===== src/rtl/svnet_fifo_packer_pkg.sv =====
// svnet_fifo_packer_pkg: shared state encoding and FIFO count-width helper for the packer
package svnet_fifo_packer_pkg;
  typedef enum logic [1:0] {IDLE, RUN, DONE} packer_state_t;
  function automatic int cnt_w(input int depth);
    return $clog2(depth) + 1;
  endfunction
endpackage


===== src/rtl/svnet_fifo_packer.sv =====
// svnet_fifo_packer: drains narrow words from an upstream FIFO and packs RATIO of them into wide downstream writes
module svnet_fifo_packer
  import svnet_fifo_packer_pkg::*;
#(
  parameter int WIDTH     = 8,
  parameter int RATIO     = 4,
  parameter int IN_DEPTH  = 4,
  parameter int OUT_DEPTH = 4,
  parameter int LEN_W     = 16
) (
  input  logic                          clk,
  input  logic                          rst,
  input  logic                          i_cmd_valid,
  input  logic [LEN_W-1:0]              i_cmd_len,
  output logic                          o_cmd_ready,
  input  logic [cnt_w(IN_DEPTH)-1:0]    i_in_used_space,
  input  logic [WIDTH-1:0]              i_in_read_data,
  output logic                          o_in_read,
  input  logic [cnt_w(OUT_DEPTH)-1:0]   i_out_free_space,
  output logic                          o_out_write,
  output logic [WIDTH*RATIO-1:0]        o_out_write_data,
  output logic                          o_busy,
  output logic                          o_done
);
  localparam int LW = $clog2(RATIO) + 1;
  localparam int SW = $clog2(RATIO);
  packer_state_t                    r_state, w_state_nxt;
  logic [LEN_W-1:0]                 r_rem;
  logic [LW-1:0]                    r_lane, w_lane_inc;
  logic [RATIO-1:0][WIDTH-1:0]      r_buf, w_buf_nxt;
  logic                             r_full, w_rd, w_wr, w_fill;
  // reset gates the handshakes so an aborted burst pops nothing more from upstream
  assign w_wr       = !rst && r_full && i_out_free_space != '0;
  assign w_rd       = !rst && r_state == RUN && r_rem != '0 && i_in_used_space != '0 && (!r_full || w_wr);
  assign w_lane_inc = r_lane + 1'b1;
  assign w_fill     = w_rd && (w_lane_inc == LW'(RATIO) || r_rem == LEN_W'(1));
  always_comb begin
    w_state_nxt = r_state == IDLE ? (i_cmd_valid ? (i_cmd_len == '0 ? DONE : RUN) : IDLE)
                : r_state == RUN  ? (w_wr && r_rem == '0 ? DONE : RUN)
                : IDLE;
    w_buf_nxt = w_wr ? '0 : r_buf;
    if (w_rd) w_buf_nxt[r_lane[SW-1:0]] = i_in_read_data;
  end
  always_ff @(posedge clk) begin
    if (rst) begin
      r_state <= IDLE;
      r_rem   <= '0;
      r_lane  <= '0;
      r_buf   <= '0;
      r_full  <= 1'b0;
    end else begin
      r_state <= w_state_nxt;
      r_rem   <= r_state == IDLE && i_cmd_valid ? i_cmd_len : w_rd ? r_rem - 1'b1 : r_rem;
      r_lane  <= w_fill ? '0 : w_rd ? w_lane_inc : r_lane;
      r_buf   <= w_buf_nxt;
      r_full  <= w_fill ? 1'b1 : w_wr ? 1'b0 : r_full;
      assert (!(w_rd && i_in_used_space == '0));
      assert (!(w_wr && i_out_free_space == '0));
    end
  end
  assign o_cmd_ready      = r_state == IDLE;
  assign o_busy           = r_state != IDLE;
  assign o_done           = r_state == DONE;
  assign o_in_read        = w_rd;
  assign o_out_write      = w_wr;
  assign o_out_write_data = r_buf;
endmodule


===== config.mk =====
export PLATFORM = sky130hd
export DESIGN_NAME = svnet_fifo_packer
export DESIGN_NICKNAME = d
export VERILOG_FILES = /design/src/rtl/svnet_fifo_packer_pkg.sv /design/src/rtl/svnet_fifo_packer.sv
export SDC_FILE = /design/constraint.sdc
export NUM_CORES = 1
export LEC_CHECK = 0
export ABC_AREA = 1
export ABC_CLOCK_PERIOD_IN_PS = 4100
export CAP_MARGIN = 20
export CORE_MARGIN = 3
export CORE_UTILIZATION = 49
export CTS_CLUSTER_SIZE = 12
export DETAILED_ROUTE_END_ITERATION = 7
export HOLD_SLACK_MARGIN = 0.03
export PLACE_DENSITY = 0.77
export SETUP_SLACK_MARGIN = 0.3
export SLEW_MARGIN = 20
export SYNTH_ARGS = -nofsm -noshare
export SYNTH_HDL_FRONTEND = slang
export SYNTH_SLANG_ARGS = --single-unit

===== constraint.sdc =====
create_clock -name clk -period 4.1 [get_ports clk]
set_input_delay 0.82 -clock clk [delete_from_list [all_inputs] [get_ports clk]]
set_output_delay 0.82 -clock clk [all_outputs]
set_load 0.05 [all_outputs]

======== Word-level counts from Yosys, hierarchy flattened ========
Index checks and enable logic that the tools add are counted.
word-level totals
  register bits ........................... 54
  logic and storage cells ................. 54
cells by class
  add/subtract/negate cells ............... 2
  magnitude comparators ................... 2
  equality and inequality tests ........... 4
  multiplexer cells ....................... 14
  reductions and logical operators ........ 24
operators by type and width
  operator               count
  $mux 32                2
  $bwmux 32              1
  $logic_not 16->1       2
  $mux 16                2
  $demux 8 s2            1
  $eq 16x1->1 const B    1
  $reduce_bool 16->1     1
  $sub 16x1->16 const B  1
  $logic_and 1x1->1      10
  $mux 2                 5
  $mux 8                 1
  $reduce_bool 2->1      3
  $reduce_bool 3->1      2
  $add 3x1->3 const B    1
  $eq 3x3->1 const B     1
  $lt 2x3->1 const B     1
  $eq 2x1->1 const B     1
  $eq 2x2->1 const B     1
  $ge 2x1->1 const B     1
  $logic_not 1->1        2
  $logic_not 2->1        1
  $logic_or 1x1->1       2
  $mux 1                 2
  $reduce_or 2->1        1

======== Depth between registers and ports, before layout ========
Gate-level depths: netlist of run 1.
  word-level depth ........................ 7
  mapped depth ............................ 12

======== Worst setup path after synthesis of run 1 ========
No wires, ideal clock.
  path kind ............................... input-to-output
  start ................................... in rst
  end ..................................... out o_out_write
  arrival ................................. 1777 ps
  data required time ...................... 3280 ps
  path slack .............................. 1503 ps
  stages .................................. 6
  path through ............................ buf_6 -> nor2_1 -> nand2_1 -> buf_4 -> buf_2 -> inv_1
on the way
  word-level cells in the longest chain between the ends .. 3
ends and longest elaborated chain
  what                            line                     RTL
  start: declaration              svnet_fifo_packer.sv:12  input logic rst,
  $logic_not 1->1                 svnet_fifo_packer.sv:33  assign w_wr = !rst && r_full && i_out_free_space != '0;
  $logic_and 1x1->1 (2 in a row)  svnet_fifo_packer.sv:33
  end: declaration                svnet_fifo_packer.sv:20  output logic o_out_write,
Every way passes these cells.

======== Final worst setup path of run 1 ========
  start ................................... in rst
  end ..................................... out o_in_read
on the way
  word-level cells in the longest chain between the ends .. 5
ends and longest elaborated chain
  what                                                      line                                              RTL
  $logic_not 1->1 *                                         svnet_fifo_packer.sv:33, svnet_fifo_packer.sv:34
  $logic_and 1x1->1, on equally long branches (2 in a row)  svnet_fifo_packer.sv:34, svnet_fifo_packer.sv:33
  $logic_and 1x1->1 or $logic_or 1x1->1 (tied branches)     svnet_fifo_packer.sv:34                           assign w_rd = !rst && r_state == RUN && r_rem != '0 && i_in_used_space != '0 && (!r_full || w_wr);
  $logic_and 1x1->1 *                                       svnet_fifo_packer.sv:34
  end: declaration                                          svnet_fifo_packer.sv:18                           output logic o_in_read,
Every way passes the cells marked *; elsewhere a longest branch is shown, timed or not.

==> impl_summary.md, run 1 <==
Yosys
The total of flip-flops plus latches after synthesis is 54. The synthesized netlist net count is roughly 550. Sequential cells were found to cover roughly 33% of the synthesized design area. The warning count from the yosys run is 0. Synthesis handed over a netlist of about 510 instances. For this run, the leading register cell type out of synthesis is sky130_fd_sc_hd__dfxtp_1. The share of async-settable or async-resettable flops after synthesis is 0%. By area the synthesized netlist is led by sky130_fd_sc_hd__dfxtp_1 (33%), sky130_fd_sc_hd__nand2_1 (16%), sky130_fd_sc_hd__nand3_1 (14%). Counting flops with a built-in enable in the synthesized netlist gives 0.

The post-synthesis area per instance is ~6.5 um^2. The area share of the largest cell type after synthesis is 33.0%. The largest total area in the synthesized netlist belongs to sky130_fd_sc_hd__dfxtp_1. The synthesized netlist occupies a cell area of 3280 um^2. Counting distinct cell types in the post-synthesis netlist gives 24. The cell with the most instances after synthesis is sky130_fd_sc_hd__nand2_1. Sorting the synthesized cells by how often they occur yields sky130_fd_sc_hd__nand2_1 (138), sky130_fd_sc_hd__nand3_1 (92), sky130_fd_sc_hd__dfxtp_1 (54).

GRT
The number of global-route vias before repair is 3123. The initial antenna violation count was 0. Entering global routing, the biggest net connects 65 pins. The wire length of the first global-routing pass is roughly 14000 um. The total overflow left after global routing is 0. Global routing used 22.2% of the available tracks.

Critical path
Data arrives at the worst endpoint at approximately 2.2 ns. The critical path endpoint category is an output pin. The highest fanout seen on the critical path is 9. The critical path required time is 3.28 ns. The nature of the critical path startpoint is an input port. The setup path with the least slack is of type in -> out.

Power
The leakage power is 1.60 nW. The total power divided by cell area is 318 nW/um^2. The design draws 1.27 mW. The worst IR drop on VDD is about 0.14 mV.

Detailed routing
After detailed routing, the number of remaining DRC violations is 0. The total wire length after detailed routing is 8340 um. The DRC marker count from the first detailed-route iteration is 192. The mean number of vias per cell is approximately 5.4. The via count is 3456.

The count of nets left with antenna violations once routing finished came out at 0. In the final routed layout, each cell accounts on average for 13.1 um. The first detailed-routing pass ran for 5 iterations.

CTS
CTS placed an instance of sky130_fd_sc_hd__clkbuf_8 at the clock tree root. In this run the post-CTS setup repair buffer count came out at 0. The TritonCTS buffer count is 5. The clock-pin slew on the worst setup and hold paths is 0.10 ns. The clock net sink count is 54. The number of hold-repair buffers added at the cts stage is 0. The longest clock path from root to sink contains 2 buffers. The clock tree synthesis step divided the H-tree into 2 levels. The total of cells resized after clock tree synthesis is 0.

TritonCTS built the clock tree. The clock latency at the later pin of the worst-skew pair is approximately 0.32 ns.

Place
The HPWL reported at the end of detailed placement is 5860 um. Routability-driven placement finished with a final weighted congestion of roughly 0.9. Once placement completed, the tool counted placed cells totaling approximately 630. The count of input and output buffers is 69.

Hold path
The worst min-delay path category is reg -> reg.

Run status
The flow ran to the end, and the final reports show no timing, DRC or antenna violations.

Die
The floorplan has 29 rows. The width of the die is 87.8 um. The number of I/O pins is 70. The floorplan step defined a core boundary enclosing 6420 um^2. The die span in y is 87.8 um. The starting density of the core is 51.1%. The die covers 7710 um^2.

STA
The number of pins with negative max-slew slack in the final report came to 0. For the pin with the worst max-slew slack, the measured transition is 0.784 ns. The final setup violation count is 0.

In this run the tightest slew margin relative to its limit is 47.6%. The fmax is 328 MHz. The clock period could shrink to 3.05 ns. Setup repair after global routing left no endpoint under its margin. The tightest hold path in the finished design has a slack of 0.491 ns. The number of failing hold endpoints at the final stage is 0. The period utilization is about three quarters. The total negative setup slack is 0 ns. The worst clock skew is roughly 0.013 ns.

Run
The tool flagged a number of max-cap violations equal to 0.

Finish
Fill cells in the final layout number 602. The final net count is a little under 600. From synthesis to final layout, the design area changed by 22.1%. For this run, the number of standard cells in the final layout without fillers is between 600 and 700.

The register cell area after layout is 1080 um^2. Summing all multi-input logic gate instances after layout gives around 1900 um^2. The layout cell share with drive strength beyond 1 is under 10%. The number of antenna diodes in the final layout is 0.
## metrics by stage
stage | utilization, % | setup WS (ns) | cell area [um^2]
2_1_floorplan | - | 1.50 | 3280
3_3_place_gp | 60.8 | 1.09 | 3910
3_5_place_dp | 60.8 | 1.06 | 3910
4_1_cts | 62.3 | 1.05 | 4000
5_1_grt | 62.3 | 0.966 | 4000
6_report | 62.3 | 1.05 | 4000
## registers in the layout, indices dropped and copies added, names as in the netlist
name              flops
o_out_write_data     32
r_rem                16
r_lane                3
r_state               2
r_full                1
## logic make-up (layout without fill, tap and decap cells)
| kind of cell | count (synthesis) | after routing | synth area share [%] |
|---|---|---|---|
| adders and majority gates | 7 | 7 | 2.67 |
| and+or+nand+nor | 282 | 282 | 38.9 |
| AOI/OAI and AO/OA | 90 | 90 | 13.7 |
| buffers and inverters | 70 | 121 | 10.7 |
| xor gates and xnor gates | 4 | 4 | 1.07 |
| DFF | 54 | 54 | 33.0 |
## power breakdown
group          switching, mW  leakage, nW  internal [mW]
combinational          0.236         1.11          0.135
clock                  0.186       0.0478          0.140
sequential            0.0274        0.438          0.548
total                  0.449         1.60          0.822
## path summary, 6_finish.rpt
path	start	to	slack, ns	depth (start not counted)
setup / recovery	rst	o_in_read	1.05	7
hold / removal	r_lane[2]	r_lane[2]	0.49	2
setup reg to reg	r_state[1]	r_rem[1]	1.87	7
hold reg to reg	r_lane[2]	r_lane[2]	0.49	2
## layout make-up
cell class / count / area share (%)
multi-input combinational: 383 / 46.2
sequential: 54 / 27.0
timing repair buffer: 72 / 18.0
inverter: 41 / 3.91
tap: 77 / 2.41
clock buffer: 6 / 2.06
clock inverter: 2 / 0.406
## layer usage
metal / global-route usage [%] / up-vias / wire, um
li1: - / 1759 / -
met1: 30.6 / 1589 / 3850
met2: 36.3 / 101 / 3920
met5: 0 / - / 0
met3: 4.14 / 7 / 500
met4: 4.74 / 0 / 64
## critical path, stage by stage
cell                              delay (ns)
sky130_fd_sc_hd__clkdlybuf4s50_1        0.57
sky130_fd_sc_hd__clkinv_2               0.21
sky130_fd_sc_hd__nand2_2                0.09
sky130_fd_sc_hd__nor2_4                 0.17
sky130_fd_sc_hd__nand2_4                0.08
sky130_fd_sc_hd__nor2_8                 0.15
sky130_fd_sc_hd__buf_12                 0.15
## placed cells by master (no fill, tap or decap), types with 2 or more instances in the layout
cell and n:
sky130_fd_sc_hd__inv_1 39, sky130_fd_sc_hd__nor2_1 31, sky130_fd_sc_hd__clkbuf_8 6, sky130_fd_sc_hd__nor2_4 2, sky130_fd_sc_hd__nor3_1 2, sky130_fd_sc_hd__o21ai_0 43, sky130_fd_sc_hd__nor2_2 3, sky130_fd_sc_hd__xnor2_1 2
sky130_fd_sc_hd__a21oi_1 47, sky130_fd_sc_hd__nand2_1 137, sky130_fd_sc_hd__clkdlybuf4s50_1 67, sky130_fd_sc_hd__nand2_4 2, sky130_fd_sc_hd__clkinv_2 2, sky130_fd_sc_hd__buf_4 4, sky130_fd_sc_hd__nand3_1 92, sky130_fd_sc_hd__xor2_1 2
sky130_fd_sc_hd__nand3b_1 5, sky130_fd_sc_hd__ha_1 7, sky130_fd_sc_hd__dfxtp_1 54, sky130_fd_sc_hd__nand2_2 5
Note: power is estimated with default switching activity, not from simulation.
==> inputs of run 2 (changes only) <==
--- a/config.mk
+++ b/config.mk
@@ -6,7 +6,7 @@
 export NUM_CORES = 1
 export LEC_CHECK = 0
 export ABC_AREA = 1
-export ABC_CLOCK_PERIOD_IN_PS = 4100
+export ABC_CLOCK_PERIOD_IN_PS = 2900
 export CAP_MARGIN = 20
 export CORE_MARGIN = 3
 export CORE_UTILIZATION = 49
==> constraint.sdc (replaced) <==
create_clock -name clk -period 2.9 [get_ports clk]
set_input_delay 0.58 -clock clk [delete_from_list [all_inputs] [get_ports clk]]
set_output_delay 0.58 -clock clk [all_outputs]
set_load 0.05 [all_outputs]
==> impl_summary.md, run 2 (synthesis results as in run 1) <==
Finish
The top cell types in the final layout, fill and taps aside, are sky130_fd_sc_hd__nand2_1 (137), sky130_fd_sc_hd__nand3_1 (92), sky130_fd_sc_hd__clkdlybuf4s50_1 (67). The number of antenna diodes in the final layout is 0. The layout-stage area growth over the synthesis result is 22.9%. The final cell utilization of the core is 62.8%. The layout cell share with drive strength beyond 1 is 5.70%. The post-layout instance area is 4030 um^2. Leaving out filler cells and counting taps, the final layout contains around 640. The final net count is approximately 600.

The library cell used most frequently in the layout, excluding fill and tap cells, is sky130_fd_sc_hd__nand2_1. The flip-flop count of the largest register, all copies and words added is 32. The filler cells instantiated in the layout total between 600 and 700.

Critical path
The highest fanout seen on the critical path is 9. The critical path endpoint category is an output pin. In this run the number of cells on the critical path is 7. Walking the worst path, the cells encountered are clkdlybuf4s50_1, clkinv_2, nand2_2, nor2_4, nand2_4, nor2_8, buf_12. The worst setup path is launched from an input port. In this design, the stage delay of the slowest critical-path cell is 0.48 ns. The critical path data arrival time is 1.85 ns. Data on the critical path is required at its endpoint by 2.32 ns. The count of buffering cells on the critical path with inverters included is 3. The cell with the largest stage delay on the worst path is sky130_fd_sc_hd__clkdlybuf4s50_1. Measured in cells, the most critical reg-to-reg path has a length of 10.

The cell type group with the largest total delay on the critical path is buffers and inverters. By startpoint and endpoint, the worst setup path is classified as in -> out.

Die
The floorplan step defined a die boundary enclosing around 7700 um^2. The total core area is approximately 6400 um^2. The die span in y is ~90 um. The width of the die is roughly 88 um.

70 I/O pins were placed. The initial utilization of the core area, before any placement, comes to 51.1%. The row count is 29.

STA
The final setup violation count is 0. The fmax is 411 MHz. Setup repair after global routing left no endpoint under its margin.

The slew at the pin with the worst max-slew slack is 0.605 ns. The clock period could shrink to 2.43 ns. Of the available clock period, the critical path in the final layout requires 83.9%. The number of failing hold endpoints at the final stage is 0. The setup slack of the critical path after layout is 0.466 ns. The total negative setup slack is 0 ns. The number of pins with negative max-slew slack in the final report is 0. Measured against its own limit, the worst slew margin works out to approximately 60%. The tightest hold path in the finished design has a slack of 0.498 ns. Across the routed clock network, the largest skew measured is 0.0101 ns.

Detailed routing
Detailed routing inserted a total of 3446 vias. The total wire length after detailed routing is 8530 um. The total DRC errors in the routed layout is 0.

Once detail routing completed, the nets flagged for antenna violations numbered 0. The routed wirelength normalized by instance count is 13.4 um. The number of optimization iterations in the first detailed-route pass is 5.

For this block, the initial DRC count from the detailed router was 133. The mean number of vias per cell is 5.40.

CTS
The deepest level of the CTS H-tree is 2. The buffer levels on the longest clock path is 2. Clock latency on the worst-skew pair, taken at its later pin, is approximately 0.30 ns. Gates resized during post-CTS repair numbered 0.

After clock tree synthesis, the clock-pin slew on the worst setup and hold paths is 0.10 ns. Once the clock tree was built, the setup fixing pass inserted 0 buffers. The clock net sink count is 54.

The CTS tree is yes. TritonCTS created 5 clock buffers. The library cell used as clock root buffer is sky130_fd_sc_hd__clkbuf_8. The number of hold-repair buffers added at the cts stage is 0.

Place
Detailed placement ended at an HPWL of 6080 um. After detailed placement, the design holds a cell count of 631. Once placement finished, the instance area stood at 3950 um^2. The count of input and output buffers is 69. Prior to clock tree synthesis, the placed netlist has a worst setup slack of 0.462 ns. At the end of routability-driven placement, the weighted congestion stood at 0.892.

Power
The total power divided by cell area is between 400 and 500 nW/um^2. The worst IR drop on VDD is 0.322 mV. The design draws 1.76 mW. For this design the static power due to leakage is roughly 1.6 nW.

GRT
The pin count of the biggest net entering global routing is 66. Global routing used 22.7% of the available tracks. The first global-routing pass estimated ~14000 um of wire. The global route total overflow is 0. The initial antenna violation count is 0. The number of global-route vias before repair is 3055.

Run
The max-capacitance violation count is 0.

Run status
The flow ran to the end, and the final reports show no timing, DRC or antenna violations.

Hold path
The min-delay analysis places its worst path in the category reg -> reg. Counting instances, the worst hold path has a depth of 2.
run 2: worst register-to-register path, stage by stage (launching register included):
cell and delay, ns:
sky130_fd_sc_hd__dfxtp_1 0.42, sky130_fd_sc_hd__inv_1 0.09, sky130_fd_sc_hd__ha_1 0.24, sky130_fd_sc_hd__nand2_2 0.15, sky130_fd_sc_hd__nor2_4 0.08, sky130_fd_sc_hd__nand2_4 0.10, sky130_fd_sc_hd__clkinv_2 0.10, sky130_fd_sc_hd__nor2_8 0.13
sky130_fd_sc_hd__buf_4 0.31, sky130_fd_sc_hd__nand2_1 0.11, sky130_fd_sc_hd__a21oi_1 0.16
run 2: path summary, 6_finish.rpt:
check,startpoint,endpoint,slack [ns]
setup / recovery,rst,o_in_read,0.47
hold / removal,o_out_write_data[28],o_out_write_data[28],0.50
setup reg to reg,r_rem[0],o_out_write_data[29],0.95
hold reg to reg,o_out_write_data[28],o_out_write_data[28],0.50
run 2: per-layer routing:
layer / up-vias / routed length (um) / GRT usage, %
met5: - / 0 / 0
met2: 105 / 3870 / 35.8
li1: 1764 / - / -
met3: 7 / 534 / 4.23
met1: 1570 / 4060 / 32.7
met4: 0 / 70 / 4.32
run 2: cell type report:
cell class / instances / area (um^2) / share of cell area [%]
inverters: 41 / 156 / 3.88
flip-flops and latches: 54 / 1080 / 26.8
repair buffers: 76 / 763 / 18.9
clock buffers: 5 / 68.8 / 1.71
well taps: 77 / 96.3 / 2.39
multi-input cells: 383 / 1850 / 45.9
clock inverters: 2 / 15.0 / 0.372
run 2: where the power goes:
part	internal, mW	switching [mW]	leakage (nW)
Sequential	0.774	0.0385	0.438
Combinational	0.198	0.333	1.14
Clock	0.166	0.247	0.0362
Total	1.14	0.619	1.61
==> inputs of run 3 (changes only) <==
--- a/config.mk
+++ b/config.mk
@@ -6,14 +6,14 @@
 export NUM_CORES = 1
 export LEC_CHECK = 0
 export ABC_AREA = 1
-export ABC_CLOCK_PERIOD_IN_PS = 2900
+export ABC_CLOCK_PERIOD_IN_PS = 2100
 export CAP_MARGIN = 20
 export CORE_MARGIN = 3
-export CORE_UTILIZATION = 49
+export CORE_UTILIZATION = 46
 export CTS_CLUSTER_SIZE = 12
 export DETAILED_ROUTE_END_ITERATION = 7
 export HOLD_SLACK_MARGIN = 0.03
-export PLACE_DENSITY = 0.77
+export PLACE_DENSITY = 0.76
 export SETUP_SLACK_MARGIN = 0.3
 export SLEW_MARGIN = 20
 export SYNTH_ARGS = -nofsm -noshare
==> constraint.sdc (replaced) <==
create_clock -name clk -period 2.1 [get_ports clk]
set_input_delay 0.42 -clock clk [delete_from_list [all_inputs] [get_ports clk]]
set_output_delay 0.42 -clock clk [all_outputs]
set_load 0.05 [all_outputs]
==> impl_summary.md, run 3 (synthesis results as in run 1) <==
Power
The worst IR drop on VDD is 0.337 mV. In this run the static leakage power is 1.96 nW. The total power divided by cell area is between 600 and 700 nW/um^2.

Die
After floorplanning, the core was divided into 30 placement rows. The die covers 8180 um^2. The die span in y is 90.4 um. The total core area is 6870 um^2.

In this run the count of I/O pins placed on the die edge is 70. The starting density of the core is 47.7%. The width of the die is 90.4 um.

Detailed routing
The total wire length after detailed routing is 9230 um. The detailed router placed 3556 vias in this run. The number of optimization iterations in the first detailed-route pass is 7. After detailed routing, the number of vias per cell comes to 5.25.

The DRC marker count from the first detailed-route iteration is between 200 and 300. In the final routed layout, each cell accounts on average for around 14 um. The total DRC errors in the routed layout is 0. The detail route stage leaves a number of antenna-violating nets equal to 0.

Place
At the end of routability-driven placement, the weighted congestion stood at 0.873. After legalization and detailed placement, the total HPWL measured 6170 um. The count of input and output buffers is 69.

Finish
0 antenna diodes ended up in the layout. Compared with the post-synthesis result, the final layout area differs by 32.1%. The flip-flop count of the largest register, all copies and words added is 32. The layout cell share with drive strength beyond 1 is approximately 14%.

Leaving out fill and tap cells, the most frequent cell in the layout is sky130_fd_sc_hd__nand2_1. The library cells used most frequently in the layout, excluding fill and tap cells, are sky130_fd_sc_hd__nand2_1 (135), sky130_fd_sc_hd__nand3_1 (92), sky130_fd_sc_hd__a21oi_1 (47). The number of filler cells placed in the layout is approximately 660.

For this run, the post-layout net count is 620.

CTS
Clock tree synthesis selected as its root buffer the cell sky130_fd_sc_hd__clkbuf_8. The clock net sink count is between 50 and 60. The number of hold-repair buffers added at the cts stage is 0.

The deepest level of the CTS H-tree is 2. The CTS tree is yes. After clock tree synthesis, the clock-pin slew on the worst setup and hold paths is 0.10 ns.

The clock latency at the later pin of the worst-skew pair is 0.31 ns. The buffer levels on the longest clock path is 2. Counting the buffers created by CTS gives 5.

STA
In this run the tightest slew margin relative to its limit is 66.6%. After routing, the total negative slack on setup checks comes to 0 ns. The final setup violation count is 0.

Setup repair after global routing could not meet its margin everywhere. The minimum clock period is 1.86 ns. The number of failing hold endpoints at the final stage is 0.

The worst clock skew is 0.0227 ns. Derived from the worst setup path, the maximum achievable clock frequency is around 540 MHz. The number of pins with negative max-slew slack in the final report was 0. Of the available clock period, the critical path in the final layout requires 88.7%. At the pin with the least slew margin, the transition time is 0.503 ns. On the final layout, the worst hold slack is between 0.4 and 0.5 ns.

Critical path
The category of the most critical setup path is reg -> out. The critical path data arrival time is 1.44 ns. Of all nets on the critical path, the largest fanout is 5. STA classifies the critical path startpoint as a register.

The cell with the largest stage delay on the worst path is sky130_fd_sc_hd__dfxtp_2. The critical path required time is around 1.7 ns. The stage delay of the slowest cell on the critical path is 0.36 ns. The critical path goes through nor2_2, nand2_2, nor2_4, nand2_4, clkinv_4, nor2_8, buf_12. The worst setup path is captured at an output pin.

GRT
After global routing the overflow that remains totals 0. The global-route usage over all layers is 21.1%. The first global-routing pass estimated 14600 um of wire. Entering global routing, the biggest net connects between 60 and 70 pins.

The number of global-route vias before repair is 3137. The initial antenna violation count is 0.

Hold path
The worst hold path belongs to the class reg -> reg.

Run status
The run finished with clean final reports.

Run
Across the run, the number of max-cap violations was 0.
[run 3: cell count changes in the layout (fill, tap and decap cells not counted), moves of 8 or more]
cell / delta
sky130_fd_sc_hd__buf_4: +18
sky130_fd_sc_hd__nor2_1: -8
sky130_fd_sc_hd__dfxtp_1: -13
sky130_fd_sc_hd__dlygate4sd2_1: +34
sky130_fd_sc_hd__dfxtp_2: +12
sky130_fd_sc_hd__clkdlybuf4s50_1: -42
[run 3: final timing paths]
path	from	end	slack, ns	cells after the start
worst min-delay path	o_out_write_data[0]	o_out_write_data[0]	0.50	2
worst max-delay path	r_rem[7]	o_in_read	0.24	7
worst min register to register	o_out_write_data[0]	o_out_write_data[0]	0.50	2
worst max register to register	r_full	o_out_write_data[6]	0.42	11
[run 3: timing repair]
item	CTS	global route
pin swaps	5	8
setup buffers	4	6
resized for setup	50	36
endpoints found under the setup margin	57	30
cloned	0	1
[run 3: report_power, final]
part	switching (mW)	total, mW	leakage (nW)	internal (mW)
registers	0.0590	1.13	0.444	1.07
logic	0.499	0.818	1.46	0.319
clock network	0.365	0.727	0.0587	0.362
[run 3: final cells by class]
| class | count | area, um^2 | area share, % |
|---|---|---|---|
| clock inverters | 3 | 47.5 | 1.10 |
| well taps | 96 | 120 | 2.77 |
| inverters | 41 | 163 | 3.75 |
| repair buffers | 95 | 906 | 20.9 |
| flip-flops and latches | 54 | 1100 | 25.4 |
| multi-input cells | 383 | 1930 | 44.5 |
| clock buffers | 5 | 68.8 | 1.59 |
[run 3: per-layer routing]
metal  track usage, %  wire [um]  part of all wire [%]  vias to the layer above
met1             28.7       4060                    44                     1623
li1                 -          -                     -                     1799
met4             5.36         89                  0.96                        0
met2             34.2       4450                    48                      126
met5                0          0                     0                        -
met3             4.33        634                   6.9                        8
[run 3: metrics by stage]
stage / instance area (um^2) / util [%] / total power, mW / instances / setup WS (ns)
floorplan: 3280 / - / 1.68 / 507 / 0.303
global placement: 4030 / 58.7 / 1.87 / 658 / 0.0887
detailed placement: 4030 / 58.7 / 1.88 / 658 / 0.0408
CTS: 4170 / 60.7 / 2.62 / 670 / 0.141
global route: 4330 / 63.1 / 2.83 / 677 / 0.148
finish: 4330 / 63.1 / 2.68 / 677 / 0.238
[run 3: worst max-delay path, delay by kind of cell (launching register included)]
kind | cells | cell delay, ns
buffers and inverters | 2 | 0.21
flip-flops | 1 | 0.36
AND/OR/NAND/NOR | 5 | 0.56
